===== src/rtl/sys_reset_pkg.sv =====
`default_nettype none
// ============================================================================
//  Module   : sys_reset_pkg
//  Brief    : Shared types and constants for the system reset sequencer:
//             FSM encodings, reset-cause codes and the reset-count ceiling.
//  Revision : 1.0 - initial release
// ============================================================================
package sys_reset_pkg;

    // FSM encodings kept as plain 2-bit constants so legacy code and
    // register maps can reference the raw values.
    localparam logic [1:0] ST_HOLD         = 2'd0;
    localparam logic [1:0] ST_WAIT_RELEASE = 2'd1;
    localparam logic [1:0] ST_RUN          = 2'd2;

    typedef enum logic [1:0] {
        HOLD         = ST_HOLD,
        WAIT_RELEASE = ST_WAIT_RELEASE,
        RUN          = ST_RUN
    } state_t;

    // Cause of the most recent reset, as reported to software.
    typedef logic [1:0] cause_t;
    localparam cause_t CAUSE_POR = 2'b00;
    localparam cause_t CAUSE_BTN = 2'b01;
    localparam cause_t CAUSE_BRK = 2'b10;

    // Reset counter ceiling; the counter saturates here.
    localparam logic [7:0] RESET_COUNT_MAX = 8'hFF;

endpackage : sys_reset_pkg
`default_nettype wire


===== src/rtl/sys_reset_sequencer_if.sv =====
`default_nettype none
// ============================================================================
//  Module   : sys_reset_sequencer_if
//  Brief    : Board-side reset sources and system-side reset/status bundle
//             of the system reset sequencer.
//             master : the sequencer (consumes sources, drives status)
//             slave  : the board / system block view
//  Revision : 1.0 - initial release
// ============================================================================
interface sys_reset_sequencer_if;
    import sys_reset_pkg::*;

    logic       btn_reset_n;   // raw pushbutton, active-low, asynchronous
    logic       uart_rxd;      // raw UART RX pin, tapped in parallel
    logic       sys_reset_n;   // registered active-low system reset
    cause_t     reset_cause;   // cause of the last reset
    logic [7:0] reset_count;   // button/break resets since power-on
    logic       break_active;  // UART break currently detected

    modport master (
        input  btn_reset_n,
        input  uart_rxd,
        output sys_reset_n,
        output reset_cause,
        output reset_count,
        output break_active
    );

    modport slave (
        output btn_reset_n,
        output uart_rxd,
        input  sys_reset_n,
        input  reset_cause,
        input  reset_count,
        input  break_active
    );

endinterface : sys_reset_sequencer_if
`default_nettype wire


===== src/rtl/sync_debounce.sv =====
`default_nettype none
// ============================================================================
//  Module   : sync_debounce
//  Brief    : Synchronizes an asynchronous active-low input, debounces it by
//             requiring DEBOUNCE_CYCLES consecutive differing samples before
//             accepting a new level, and emits a one-cycle registered pulse on
//             each debounced 1->0 transition.
//  Revision : 1.0 - initial release
// ============================================================================
module sync_debounce #(
    parameter int SYNC_STAGES     = 2,
    parameter int DEBOUNCE_CYCLES = 1000000
) (
    input  wire  clk,
    input  wire  rst_n,
    input  wire  i_din,
    output logic o_level,
    output logic o_fall
);

    localparam int         c_DB_W    = (DEBOUNCE_CYCLES > 1) ? $clog2(DEBOUNCE_CYCLES) : 1;
    localparam logic [c_DB_W-1:0] c_DB_LAST = c_DB_W'(DEBOUNCE_CYCLES - 1);

    logic [SYNC_STAGES-1:0] r_sync;
    logic [c_DB_W-1:0]      r_cnt;
    logic                   r_level;
    logic                   r_level_d;
    logic                   r_fall;
    logic                   w_sync;

    assign w_sync = r_sync[SYNC_STAGES-1];

    // Synchronizer chain; resets to the idle (released) level.
    always_ff @(posedge clk or negedge rst_n) begin
        if (!rst_n) begin
            r_sync <= '1;
        end else begin
            r_sync <= {r_sync[SYNC_STAGES-2:0], i_din};
        end
    end

    // Debounce: count consecutive differing samples, flip on the last one.
    always_ff @(posedge clk or negedge rst_n) begin
        if (!rst_n) begin
            r_cnt   <= '0;
            r_level <= 1'b1;
        end else if (w_sync == r_level) begin
            r_cnt <= '0;
        end else if (r_cnt == c_DB_LAST) begin
            r_level <= w_sync;
            r_cnt   <= '0;
        end else begin
            r_cnt <= r_cnt + 1'b1;
        end
    end

    // Registered falling-edge detector on the debounced level.
    always_ff @(posedge clk or negedge rst_n) begin
        if (!rst_n) begin
            r_level_d <= 1'b1;
            r_fall    <= 1'b0;
        end else begin
            r_level_d <= r_level;
            r_fall    <= r_level_d & ~r_level;
        end
    end

    assign o_level = r_level;
    assign o_fall  = r_fall;

endmodule : sync_debounce
`default_nettype wire


===== src/rtl/sys_reset_sequencer.sv =====
`default_nettype none
// ============================================================================
//  Module   : sys_reset_sequencer
//  Brief    : Reset conditioner for the system block. Merges power-on reset,
//             a debounced pushbutton and a UART break (long low on the raw
//             RX pin) into one registered active-low reset held for at least
//             HOLD_CYCLES, and reports the last cause plus a reset count.
//  Revision : 1.0 - initial release
// ============================================================================
module sys_reset_sequencer
    import sys_reset_pkg::*;
#(
    parameter int SYNC_STAGES     = 2,
    parameter int DEBOUNCE_CYCLES = 1000000,
    parameter int BREAK_CYCLES    = 10000000,
    parameter int HOLD_CYCLES     = 65536
) (
    input  wire                   clkin,
    input  wire                   reset_n,
    sys_reset_sequencer_if.master bus
);

    localparam int c_HOLD_W = (HOLD_CYCLES > 1) ? $clog2(HOLD_CYCLES) : 1;
    localparam int c_BRK_W  = $clog2(BREAK_CYCLES + 1);

    localparam logic [c_HOLD_W-1:0] c_HOLD_LAST = c_HOLD_W'(HOLD_CYCLES - 1);
    localparam logic [c_BRK_W-1:0]  c_BRK_MAX   = c_BRK_W'(BREAK_CYCLES);

    // ------------------------------------------------------------------------
    // Internal reset: asserts with reset_n, releases SYNC_STAGES edges later
    // ------------------------------------------------------------------------
    logic [SYNC_STAGES-1:0] r_rst_sync;
    logic                   w_rst_n;

    // Reset release synchronizer; every other flop resets from its output.
    always_ff @(posedge clkin or negedge reset_n) begin
        if (!reset_n) begin
            r_rst_sync <= '0;
        end else begin
            r_rst_sync <= {r_rst_sync[SYNC_STAGES-2:0], 1'b1};
        end
    end

    assign w_rst_n = r_rst_sync[SYNC_STAGES-1];

    // ------------------------------------------------------------------------
    // Pushbutton: synchronize, debounce, falling-edge pulse
    // ------------------------------------------------------------------------
    logic w_btn_level;
    logic w_btn_event;

    sync_debounce #(
        .SYNC_STAGES     (SYNC_STAGES),
        .DEBOUNCE_CYCLES (DEBOUNCE_CYCLES)
    ) u_btn_debounce (
        .clk     (clkin),
        .rst_n   (w_rst_n),
        .i_din   (bus.btn_reset_n),
        .o_level (w_btn_level),
        .o_fall  (w_btn_event)
    );

    // ------------------------------------------------------------------------
    // UART break detector
    // ------------------------------------------------------------------------
    logic [SYNC_STAGES-1:0] r_rxd_sync;
    logic                   w_rxd;
    logic [c_BRK_W-1:0]     r_brk_cnt;
    logic                   r_break_active;
    logic                   r_break_active_d;
    logic                   r_brk_event;

    assign w_rxd = r_rxd_sync[SYNC_STAGES-1];

    // RX pin synchronizer; idles high like a UART line.
    always_ff @(posedge clkin or negedge w_rst_n) begin
        if (!w_rst_n) begin
            r_rxd_sync <= '1;
        end else begin
            r_rxd_sync <= {r_rxd_sync[SYNC_STAGES-2:0], bus.uart_rxd};
        end
    end

    // Low-time counter: saturates at the break threshold, any high clears it.
    always_ff @(posedge clkin or negedge w_rst_n) begin
        if (!w_rst_n) begin
            r_brk_cnt <= '0;
        end else if (w_rxd) begin
            r_brk_cnt <= '0;
        end else if (r_brk_cnt != c_BRK_MAX) begin
            r_brk_cnt <= r_brk_cnt + 1'b1;
        end
    end

    // Break flag and its rising-edge pulse; a long break yields one event.
    always_ff @(posedge clkin or negedge w_rst_n) begin
        if (!w_rst_n) begin
            r_break_active   <= 1'b0;
            r_break_active_d <= 1'b0;
            r_brk_event      <= 1'b0;
        end else begin
            r_break_active   <= (r_brk_cnt == c_BRK_MAX);
            r_break_active_d <= r_break_active;
            r_brk_event      <= r_break_active & ~r_break_active_d;
        end
    end

    // ------------------------------------------------------------------------
    // Sequencing FSM, hold counter and status registers
    // ------------------------------------------------------------------------
    state_t                r_state;
    state_t                w_state_next;
    logic [c_HOLD_W-1:0]   r_hold_cnt;
    logic                  r_sys_reset_n;
    cause_t                r_reset_cause;
    logic [7:0]            r_reset_count;
    logic                  w_hold_term;
    logic                  w_source_active;
    logic                  w_any_event;

    assign w_hold_term     = (r_hold_cnt == c_HOLD_LAST);
    assign w_source_active = ~w_btn_level | r_break_active;
    assign w_any_event     = w_btn_event | r_brk_event;

    // Next-state decode; events outside RUN are deliberately ignored.
    always_comb begin
        w_state_next = r_state;
        case (r_state)
            HOLD: begin
                if (w_hold_term) begin
                    w_state_next = w_source_active ? WAIT_RELEASE : RUN;
                end
            end
            WAIT_RELEASE: begin
                if (!w_source_active) begin
                    w_state_next = RUN;
                end
            end
            RUN: begin
                if (w_any_event) begin
                    w_state_next = HOLD;
                end
            end
            default: w_state_next = HOLD;
        endcase
    end

    // State, hold timer, registered reset output and cause/count capture.
    always_ff @(posedge clkin or negedge w_rst_n) begin
        if (!w_rst_n) begin
            r_state       <= HOLD;
            r_hold_cnt    <= '0;
            r_sys_reset_n <= 1'b0;
            r_reset_cause <= CAUSE_POR;
            r_reset_count <= '0;
        end else begin
            r_state       <= w_state_next;
            r_sys_reset_n <= (w_state_next == RUN);
            if (r_state == RUN) begin
                // Keep the timer parked at zero so HOLD always starts fresh.
                r_hold_cnt <= '0;
                if (w_any_event) begin
                    // Button wins when both events land on the same cycle.
                    r_reset_cause <= w_btn_event ? CAUSE_BTN : CAUSE_BRK;
                    if (r_reset_count != RESET_COUNT_MAX) begin
                        r_reset_count <= r_reset_count + 8'd1;
                    end
                end
            end else if ((r_state == HOLD) && !w_hold_term) begin
                r_hold_cnt <= r_hold_cnt + 1'b1;
            end
        end
    end

    assign bus.sys_reset_n  = r_sys_reset_n;
    assign bus.reset_cause  = r_reset_cause;
    assign bus.reset_count  = r_reset_count;
    assign bus.break_active = r_break_active;

endmodule : sys_reset_sequencer
`default_nettype wire


===== src/flat_wrapper.sv =====
// flat-port wrapper written by rule: the top's interface ports become plain ports
module sys_reset_sequencer_flat import sys_reset_pkg::*;
#(
    parameter int SYNC_STAGES     = 2,
    parameter int DEBOUNCE_CYCLES = 1000000,
    parameter int BREAK_CYCLES    = 10000000,
    parameter int HOLD_CYCLES     = 65536
)
  (clkin, reset_n, bus_btn_reset_n, bus_uart_rxd, bus_sys_reset_n, bus_reset_cause, bus_reset_count, bus_break_active);
  sys_reset_sequencer_if bus_i ();
  input  wire clkin;
  input  wire reset_n;
  input wire logic [$bits(bus_i.btn_reset_n)-1:0] bus_btn_reset_n;
  input wire logic [$bits(bus_i.uart_rxd)-1:0] bus_uart_rxd;
  output wire logic [$bits(bus_i.sys_reset_n)-1:0] bus_sys_reset_n;
  output wire logic [$bits(bus_i.reset_cause)-1:0] bus_reset_cause;
  output wire logic [$bits(bus_i.reset_count)-1:0] bus_reset_count;
  output wire logic [$bits(bus_i.break_active)-1:0] bus_break_active;
  assign bus_i.btn_reset_n = bus_btn_reset_n;
  assign bus_i.uart_rxd = bus_uart_rxd;
  assign bus_sys_reset_n = bus_i.sys_reset_n;
  assign bus_reset_cause = bus_i.reset_cause;
  assign bus_reset_count = bus_i.reset_count;
  assign bus_break_active = bus_i.break_active;
  sys_reset_sequencer #(.SYNC_STAGES(SYNC_STAGES), .DEBOUNCE_CYCLES(DEBOUNCE_CYCLES), .BREAK_CYCLES(BREAK_CYCLES), .HOLD_CYCLES(HOLD_CYCLES)) u_core (.clkin(clkin), .reset_n(reset_n), .bus(bus_i));
endmodule

===== config.mk =====
export PLATFORM = sky130hd
export DESIGN_NAME = sys_reset_sequencer_flat
export DESIGN_NICKNAME = d
export VERILOG_FILES = /design/src/rtl/sys_reset_pkg.sv /design/src/rtl/sys_reset_sequencer_if.sv /design/src/rtl/sync_debounce.sv /design/src/rtl/sys_reset_sequencer.sv /design/src/flat_wrapper.sv
export SDC_FILE = /design/constraint.sdc
export NUM_CORES = 1
export LEC_CHECK = 0
export CORE_ASPECT_RATIO = 0.5
export CORE_MARGIN = 1
export CORE_UTILIZATION = 56
export DETAILED_ROUTE_END_ITERATION = 7
export MAX_ROUTING_LAYER = met4
export PLACE_DENSITY = 0.84
export SLEW_MARGIN = 20
export SYNTH_ARGS = -nofsm -noshare
export SYNTH_HDL_FRONTEND = slang
export SYNTH_SLANG_ARGS = --single-unit

===== constraint.sdc =====
create_clock -name clkin -period 7.91 [get_ports clkin]
set_input_delay 1.1865 -clock clkin [delete_from_list [all_inputs] [get_ports clkin]]
set_output_delay 1.1865 -clock clkin [all_outputs]
set_load 0.02 [all_outputs]

==> results of run 1 <==
## worst reg2reg max path, stage by stage (launching register included)
cell	delay [ns]
sky130_fd_sc_hd__dfrtp_1	0.60
sky130_fd_sc_hd__nor2b_1	0.80
sky130_fd_sc_hd__o221ai_1	0.63
sky130_fd_sc_hd__nor3_1	0.37
sky130_fd_sc_hd__xor2_1	0.18
## power by group
group          internal [W]  leakage [nW]  total [W]  switching [W]
sequential         0.000440          1.15   0.000449     0.00000887
clock              0.000293         0.163   0.000456       0.000163
combinational    0.00000689         0.697  0.0000179      0.0000110
## registers in the layout, indices dropped and copies added, names as in the netlist
| signal | count |
|---|---|
| u_core.r_rst_sync | 2 |
| u_core.u_btn_debounce.r_level_d | 1 |
| u_core.r_brk_cnt | 24 |
| u_core.bus.sys_reset_n | 1 |
| u_core.u_btn_debounce.o_fall | 1 |
| u_core.r_rxd_sync | 2 |
| u_core.r_brk_event | 1 |
| u_core.r_hold_cnt | 16 |
| u_core.bus.reset_count | 8 |
| u_core.r_break_active_d | 1 |
| u_core.u_btn_debounce.r_sync | 2 |
| u_core.u_btn_debounce.o_level | 1 |
| u_core.bus.break_active | 1 |
| u_core.u_btn_debounce.r_cnt | 20 |
| u_core.bus.reset_cause | 2 |
| u_core.r_state | 2 |
## layout make-up
class | count | area [sq um]
clock buffers | 12 | 256
clock inverters | 4 | 70.1
fillers | 554 | 2500
inverters | 11 | 41.3
multi-input cells | 317 | 2000
flip-flops and latches | 85 | 2140
well taps | 96 | 120
repair buffers | 18 | 193
## per-layer routing
| layer | GRT usage | wire length, um | vias up |
|---|---|---|---|
| met2 | 0.379 | 3990 | 65 |
| met5 | - | 0 | - |
| met1 | 0.293 | 3910 | 1622 |
| met4 | 0.0595 | 8 | 0 |
| li1 | - | - | 1593 |
| met3 | 0.0688 | 335 | 2 |
## through the flow
stage | instances | setup WS [ns] | util | total power (W) | area (sq um)
floorplan | 428 | 5.38 | - | 0.000466 | 4250
global placement | 526 | 5.45 | 0.610 | 0.000472 | 4470
detailed placement | 526 | 5.30 | 0.610 | 0.000473 | 4470
CTS | 542 | 5.30 | 0.655 | 0.000929 | 4800
global route | 543 | 4.97 | 0.659 | 0.000955 | 4820
finish | 543 | 5.26 | 0.659 | 0.000923 | 4820
## worst paths after layout
| check | startpoint | endpoint | slack, ns | cells after the start |
|---|---|---|---|---|
| max in group asynchronous | reset_n | u_core.r_rst_sync[1] | 6.75 | 1 |
| worst max-delay path | u_core.r_state[0] | u_core.bus.reset_count[5] | 5.26 | 4 |
| min in group clkin | u_core.u_btn_debounce.r_sync[0] | u_core.u_btn_debounce.r_sync[1] | 0.36 | 0 |
| worst min-delay path | u_core.r_rst_sync[1] | u_core.r_brk_cnt[0] | 0.26 | 0 |
| worst min register to register | u_core.r_rst_sync[1] | u_core.r_brk_cnt[0] | 0.26 | 0 |
| worst max register to register | u_core.r_state[0] | u_core.bus.reset_count[5] | 5.26 | 4 |
## placed cells by master, fill, tap and decap left out, drive strengths merged, types with 14 or more instances in the layout
master / instances
xor2: 20
dfrtp: 79
nand3: 25
a21oi: 25
nor2: 38
nand4: 19
nand2: 31
o21ai: 14
nor3: 14
clkdlybuf4s50: 15
## cells by family after synthesis
| group | Yosys count |
|---|---|
| compound gates | 63 |
| other cells | 1 |
| fa+ha+maj | 5 |
| xor+xnor | 31 |
| simple gates | 208 |
| mux | 9 |
| flops | 85 |
| buf+inv | 26 |
==> results by stage, run 1 <==
Outcome:
- The flow ran to the end, and the final reports show no timing, DRC or antenna violations.

Global routing:
- The number of global-route vias before repair was 3166.
- The maximum number of pins on one net before global-route repair is 84.
- The initial antenna violation count is 0.
- The total global routing track utilization is 0.235.
- The total congestion overflow after global routing is 0.
- The first-pass GRT wire length is 14400 um.

Timing:
- The fmax is 0.377 GHz.
- Setup repair after global routing left no endpoint under its margin.
- The worst hold margin is 0.265 ns.
- Between clock sinks in the finished design, the worst skew comes to 0.00400 ns.
- The share of the cycle needed by the critical path after routing is 0.335.
- Summed over all failing endpoints, the final setup total negative slack is 0 ns.
- The count of pins over their slew limit was 0.
- The minimum period implied by the final worst setup slack is 2.65 ns.
- The final count of negative-setup-slack endpoints is 0.
- The relative slew slack is 0.395.
- The transition time at the pin with the least slew margin is 0.905 ns.
- The number of hold violations in the final report was 0.

Drt:
- The number of detailed-routing iterations run before antenna repair is 6.
- Dividing the detail-routed via count by the number of cells gives 6.04.
- After detailed routing, the average wire length per cell comes to 15.2 um.
- The detailed router's first-iteration violation count is 292.
- The detail route stage leaves a number of antenna-violating nets equal to 0.
- The post-detailed-route DRC marker count is 0.
- The via count is 3282.
- The routed design has 8240 um of wire.

Setup path:
- At the worst endpoint, the arrival time is 2.91 ns.
- The type of element launching the critical path is a register.
- The setup path with the least slack is of type reg -> reg.
- The maximum single-stage delay on the critical path is 0.80 ns.
- In this run the worst path has a maximum fanout of 23.
- The cell class contributing the biggest share of worst-path delay is simple AND/OR/NAND/NOR gates.
- The critical path goes through nor2b_1, o221ai_1, nor3_1, xor2_1.
- The worst-path cell with the longest stage delay is sky130_fd_sc_hd__nor2b_1.
- The required time at the endpoint of the critical path is 8.17 ns.
- The worst path buffer plus inverter count is 0.
- The element type at the critical path end is a register.

Synth:
- During synthesis, Yosys emitted a total of 0 warnings.
- The number of enable-type register cells in the synthesized netlist is 0.
- For this run, asynchronously set or reset flops after synthesis account for 1.00.
- In the post-synthesis netlist, the biggest area contributors are sky130_fd_sc_hd__dfrtp_1, sky130_fd_sc_hd__xor2_1, sky130_fd_sc_hd__dfstp_2.
- The commonest cells after synthesis are sky130_fd_sc_hd__dfrtp_1, sky130_fd_sc_hd__nor2_1, sky130_fd_sc_hd__nand2_1.
- The simple-gate portion of the synthesized area is 0.276.
- Summed over all instances, the cell type with the most area after synthesis is sky130_fd_sc_hd__dfrtp_1.
- The number of instances in the synthesized netlist is 428.
- The number of distinct library cells after synthesis is 53.
- The share of the Yosys chip area taken by registers is 0.503.
- After synthesis, the largest family of logic cells by area is simple AND/OR/NAND/NOR gates.
- The adder-cell share of the synthesized area is 0.0147.
- The average instance in the mapped netlist occupies 9.92 sq um.
- The dominant register cell in the synthesized netlist is sky130_fd_sc_hd__dfrtp_1.
- The number of flip-flops and latches in the synthesized netlist is 85.
- The portion of synthesized area spent on multiplexers is 0.0227.
- The synthesized netlist occupies a cell area of 4250 sq um.
- The most common cell in the synthesized netlist is sky130_fd_sc_hd__dfrtp_1.
- The share of the synthesized area in compound gates (AO/OA/AOI/OAI) came to 0.0931.
- Of the post-synthesis cell area, the dominant cell type holds 0.466.
- The xor and xnor area share after synthesis is 0.0640.
- The net count of the mapped netlist is 437.

Placed design:
- At the end of routability-driven placement, the weighted congestion stood at 0.878.
- Port buffering added 15 buffers.
- The half-perimeter wire length of the detailed placement result is 5240 um.

Cells and area:
- The antenna diode instance count is 0.
- At the end of the flow, the number of nets in the layout was 451.
- The area added between synthesis and finish is 13.6%.
- Of the cells placed in the final design, the portion with a size suffix greater than 1 is 0.0917.

Floorplan:
- The region available for standard cell placement spans 7320 sq um.
- Measured along the x axis, the die boundary spans 125 um.
- The floorplan step defined a die boundary enclosing 7950 sq um.
- Row generation in the floorplan step produced 22 rows.
- The I/O pin count is 16.
- The height of the chip is 63.6 um.
- For this configuration, the core starts out at a cell density of 0.580.

Run:
- Across the run, the number of max-cap violations was 0.

Clock network:
- The root buffer cell chosen for the clock tree is sky130_fd_sc_hd__clkbuf_16.
- The buffer levels on the longest clock path is 2.
- The number of clock buffers inserted by TritonCTS is 9.
- The total clock sinks is 85.
- After clock tree synthesis, the clock-pin slew on the worst setup and hold paths is 0.06 ns.
- The insertion delay of the later-clocked pin in the worst-skew pair is 0.34 ns.
- Once the clock tree was built, the resizer swapped 0 gates to a different size.
- For this design, the CTS-stage hold fixing added 0 buffers.
- The H-tree generated during clock tree synthesis spans 3 levels.
- The post-CTS setup buffer count is 0.
- TritonCTS built the clock tree.

Power and ir drop:
- The maximum resistive drop on vdd is 0.125 mV.
- For this design the static power due to leakage is 2.01 nW.
- In this run the power density over the cells is 191 nW/um^2.

Min path:
- In this run the worst hold path is classified as reg -> async.
(Power assumes the default switching activity.)
==> run 2, diff against run 1 <==
==> constraint.sdc (replaced) <==
create_clock -name clkin -period 2.5 [get_ports clkin]
set_input_delay 0.375 -clock clkin [delete_from_list [all_inputs] [get_ports clkin]]
set_output_delay 0.375 -clock clkin [all_outputs]
set_load 0.02 [all_outputs]
==> results by stage, run 2 (synthesis results as in run 1) <==
Outcome:
- Run status: finished, final reports clean (unchanged).

Floorplan:
- The total die area came to 7950 sq um (unchanged).
- The I/O pin count was 16 (unchanged).
- The standard-cell row count was 22 (unchanged).
- The height of the chip is 63.6 um (unchanged).
- The area of the core region is 7320 sq um (unchanged).
- The width of the chip is 125 um (unchanged).
- The initial core utilization is 0.580 (unchanged).

Drt:
- The sum of met3 wire segment lengths after detailed routing is 346 um (was 335 um).
- The post-detailed-route DRC marker count is 0 (unchanged).
- The via count is 3263 (was 3282).
- The highest layer used for signal routing was met4 (unchanged).
- The count of nets left with antenna violations after detail routing is 0 (unchanged).
- The met2 wirelength from detailed routing is 4190 um (was 3990 um).
- The post-detailed-routing wire length is 8660 um (was 8240 um).
- The average detailed-routed wire length per instance is 15.9 um (was 15.2 um).
- The detailed router's first-iteration violation count came to 219 (was 292).
- The number of detailed-routing iterations run before antenna repair is 6 (unchanged).
- The via-per-instance ratio is 5.98 (was 6.04).
- The routed length on met1 is 4010 um (was 3910 um).

Global routing:
- The total congestion overflow after global routing is 0 (unchanged).
- The total global routing track utilization is 0.249 (was 0.235).
- The first-pass GRT wire length came to 14800 um (was 14400 um).
- The initial antenna violation count was 0 (unchanged).
- The number of global-route vias before repair is 3103 (was 3166).
- The maximum number of pins on one net before global-route repair is 66 (was 84).

Power and ir drop:
- The design internal power is 0.00232 W (was 0.000740 W).
- The clock power share is 0.496 (was 0.494).
- The switching share of total power is 0.209 (was 0.199).
- The switching power came to 0.000613 W (was 0.000183 W).
- The total power is 0.00293 W (was 0.000923 W).
- The areal power density over the cells is 605 nW/um^2 (was 191 nW/um^2).
- The share of power burned in combinational logic is 0.022 (was 0.019).
- The maximum resistive drop on vdd was 0.346 mV (was 0.125 mV).
- The standby leakage power came to 2.01 nW (about the same).
- The fraction of power consumed by sequential logic is 0.482 (was 0.486).

Timing:
- Unrepaired setup endpoints after global routing: no (unchanged).
- The count of pins over their slew limit is 0 (unchanged).
- The final count of negative-setup-slack endpoints is 0 (unchanged).
- The share of the cycle needed by the critical path after routing came to 0.879 (was 0.335).
- The worst hold margin is 0.204 ns (was 0.265 ns).
- The relative slew slack is 0.471 (was 0.395).
- The summed negative setup slack over all endpoints is 0 ns (unchanged).
- The fmax is 0.455 GHz (was 0.377 GHz).
- The post-route clock skew is 0.00282 ns (was 0.00400 ns).
- The transition time at the pin with the least slew margin is 0.794 ns (was 0.905 ns).
- The number of hold violations in the final report is 0 (unchanged).
- The minimum period implied by the final worst setup slack is 2.20 ns (was 2.65 ns).

Placed design:
- The weighted congestion reported at the end of routability-driven placement is 0.864 (was 0.878).
- The port buffer count is 15 (unchanged).
- The half-perimeter wire length of the detailed placement result is 5530 um (was 5240 um).

Cells and area:
- Commonest non-fill, non-tap cells in the layout: sky130_fd_sc_hd__dfrtp_1, sky130_fd_sc_hd__nor2_1, sky130_fd_sc_hd__nand2_1 (unchanged).
- The most frequent standard cell in the layout excluding fill and tap cells is sky130_fd_sc_hd__dfrtp_1 (unchanged).
- The area added between synthesis and finish is 14.0% (was 13.6%).
- The antenna diode instance count is 0 (unchanged).
- The core utilization of the finished layout is 0.661 (was 0.659).
- The register containing the most flip-flops in the final layout is u_core.r_brk_cnt (unchanged).
- The number of flip-flops under the largest register name is 24 (unchanged).
- The fraction of layout cells with a size suffix above 1 came to 0.0978 (was 0.0917).
- The count of nets after finishing came to 454 (was 451).
- Biggest registers after layout: u_core.r_brk_cnt: 24 flops, u_core.u_btn_debounce.r_cnt: 20 flops, u_core.r_hold_cnt: 16 flops (unchanged).

Setup path:
- The type of element launching the critical path is a register (unchanged).
- The data arrival time of the critical path is 2.42 ns (was 2.91 ns).
- The cell class contributing the biggest share of worst-path delay is simple AND/OR/NAND/NOR gates (unchanged).
- The end point of the critical path was u_core.r_brk_cnt[12] (was u_core.bus.reset_count[5]).
- The depth of the most critical reg-to-reg path came to 4 (unchanged).
- The worst path buffer plus inverter count is 0 (unchanged).
- The first element of the critical path is u_core.r_brk_cnt[16] (was u_core.r_state[0]).
- The maximum single-stage delay on the critical path is 0.55 ns (was 0.80 ns).
- The worst-path cell with the longest stage delay is sky130_fd_sc_hd__or4b_1 (was sky130_fd_sc_hd__nor2b_1).
- The maximum fanout count along the critical path is 6 (was 23).
- The register-to-register setup slack was 0.30 ns (was 5.26 ns).
- Critical Path, Cell by Cell: or4b_1, or4_4, o2111ai_2, mux2_1 (was nor2b_1, o221ai_1, nor3_1, xor2_1).
- The reg-to-reg critical path endpoint is u_core.r_brk_cnt[12] (was u_core.bus.reset_count[5]).
- The cell depth of the worst setup path was 4 (unchanged).
- The startpoint of the worst-slack reg-to-reg timing path is u_core.r_brk_cnt[16] (was u_core.r_state[0]).
- The required time at the endpoint of the critical path came to 2.72 ns (was 8.17 ns).
- The category of the most critical setup path is reg -> reg (unchanged).
- The element type at the critical path end is a register (unchanged).

Run:
- The number of max-cap violations is 0 (unchanged).

Clock network:
- The number of clock buffers inserted by TritonCTS is 9 (unchanged).
- The buffer levels on the longest clock path is 2 (unchanged).
- The register clock-pin slew on the reported worst setup and hold paths is 0.06 ns (about the same).
- The post-CTS setup buffer count came to 0 (unchanged).
- The root buffer cell is sky130_fd_sc_hd__clkbuf_16 (unchanged).
- The hold-fix buffer count after cts is 0 (unchanged).
- The insertion delay of the later-clocked pin in the worst-skew pair came to 0.34 ns (about the same).
- The total clock sinks is 85 (unchanged).
- The CTS tree is built (unchanged).
- The number of cells upsized or downsized after cts is 0 (unchanged).
- The number of levels in the clock H-tree was 3 (unchanged).

Min path:
- The type of the tightest min-delay check was reg -> async (unchanged).
==> run 2: cell count changes in the layout (fill, tap and decap cells not counted) <==
cell                         delta
sky130_fd_sc_hd__clkinvlp_4     +2
sky130_fd_sc_hd__buf_16         -1
sky130_fd_sc_hd__buf_12         +1
sky130_fd_sc_hd__buf_4          +3
sky130_fd_sc_hd__clkinv_2       -2
sky130_fd_sc_hd__clkbuf_8       -1
sky130_fd_sc_hd__clkinv_4       +1
==> run 2: worst min path at each step <==
stage | start | end | slack [ns] | cells past startpoint
floorplan | reset_n | u_core.r_rst_sync[0] | 0.08 | 0
global placement | u_core.r_rst_sync[1] | u_core.r_brk_cnt[5] | 0.20 | 0
detailed placement | u_core.r_rst_sync[1] | u_core.r_brk_cnt[7] | 0.21 | 0
CTS | reset_n | u_core.r_rst_sync[0] | 0.20 | 1
global route | reset_n | u_core.r_rst_sync[0] | 0.20 | 1
finish | u_core.r_rst_sync[1] | u_core.r_brk_cnt[5] | 0.20 | 0
==> run 2: routing by layer <==
layer  up-vias  global-route usage
met1      1605               0.308
met2        59               0.395
met4         0              0.0716
li1       1591                   -
met5         -                   -
met3         8              0.0799
==> run 2: worst register-to-register path, cell delays in order, from the launching register on <==
cell	delay, ns
sky130_fd_sc_hd__dfrtp_1	0.43
sky130_fd_sc_hd__or4b_1	0.55
sky130_fd_sc_hd__or4_4	0.53
sky130_fd_sc_hd__o2111ai_2	0.21
sky130_fd_sc_hd__mux2_1	0.36
==> run 2: final cells by class <==
cell class | instances | area, sq um
fill | 575 | 2480
sequential | 85 | 2140
multi-input combinational | 317 | 2000
clock buffer | 11 | 243
timing repair buffer | 21 | 208
tap | 96 | 120
clock inverter | 5 | 83.8
inverter | 11 | 41.3
==> run 2: through the flow <==
stage / setup WS, ns / std cells / cell area [sq um]
6_report: 0.302 / 546 / 4840
5_1_grt: 0.253 / 546 / 4840
4_1_cts: 0.304 / 546 / 4840
3_5_place_dp: 0.325 / 530 / 4510
3_3_place_gp: 0.408 / 530 / 4510
2_1_floorplan: 0.444 / 428 / 4250
==> run 2: power by group through the flow <==
| stage | clock network (W) | registers [W] | logic (W) |
|---|---|---|---|
| 5_1_grt | 0.00154 | 0.00141 | 0.0000744 |
| 3_3_place_gp | 0 | 0.00144 | 0.0000643 |
| 2_1_floorplan | 0 | 0.00144 | 0.0000298 |
| 3_5_place_dp | 0 | 0.00144 | 0.0000658 |
| 6_report | 0.00145 | 0.00141 | 0.0000642 |
| 4_1_cts | 0.00149 | 0.00141 | 0.0000665 |
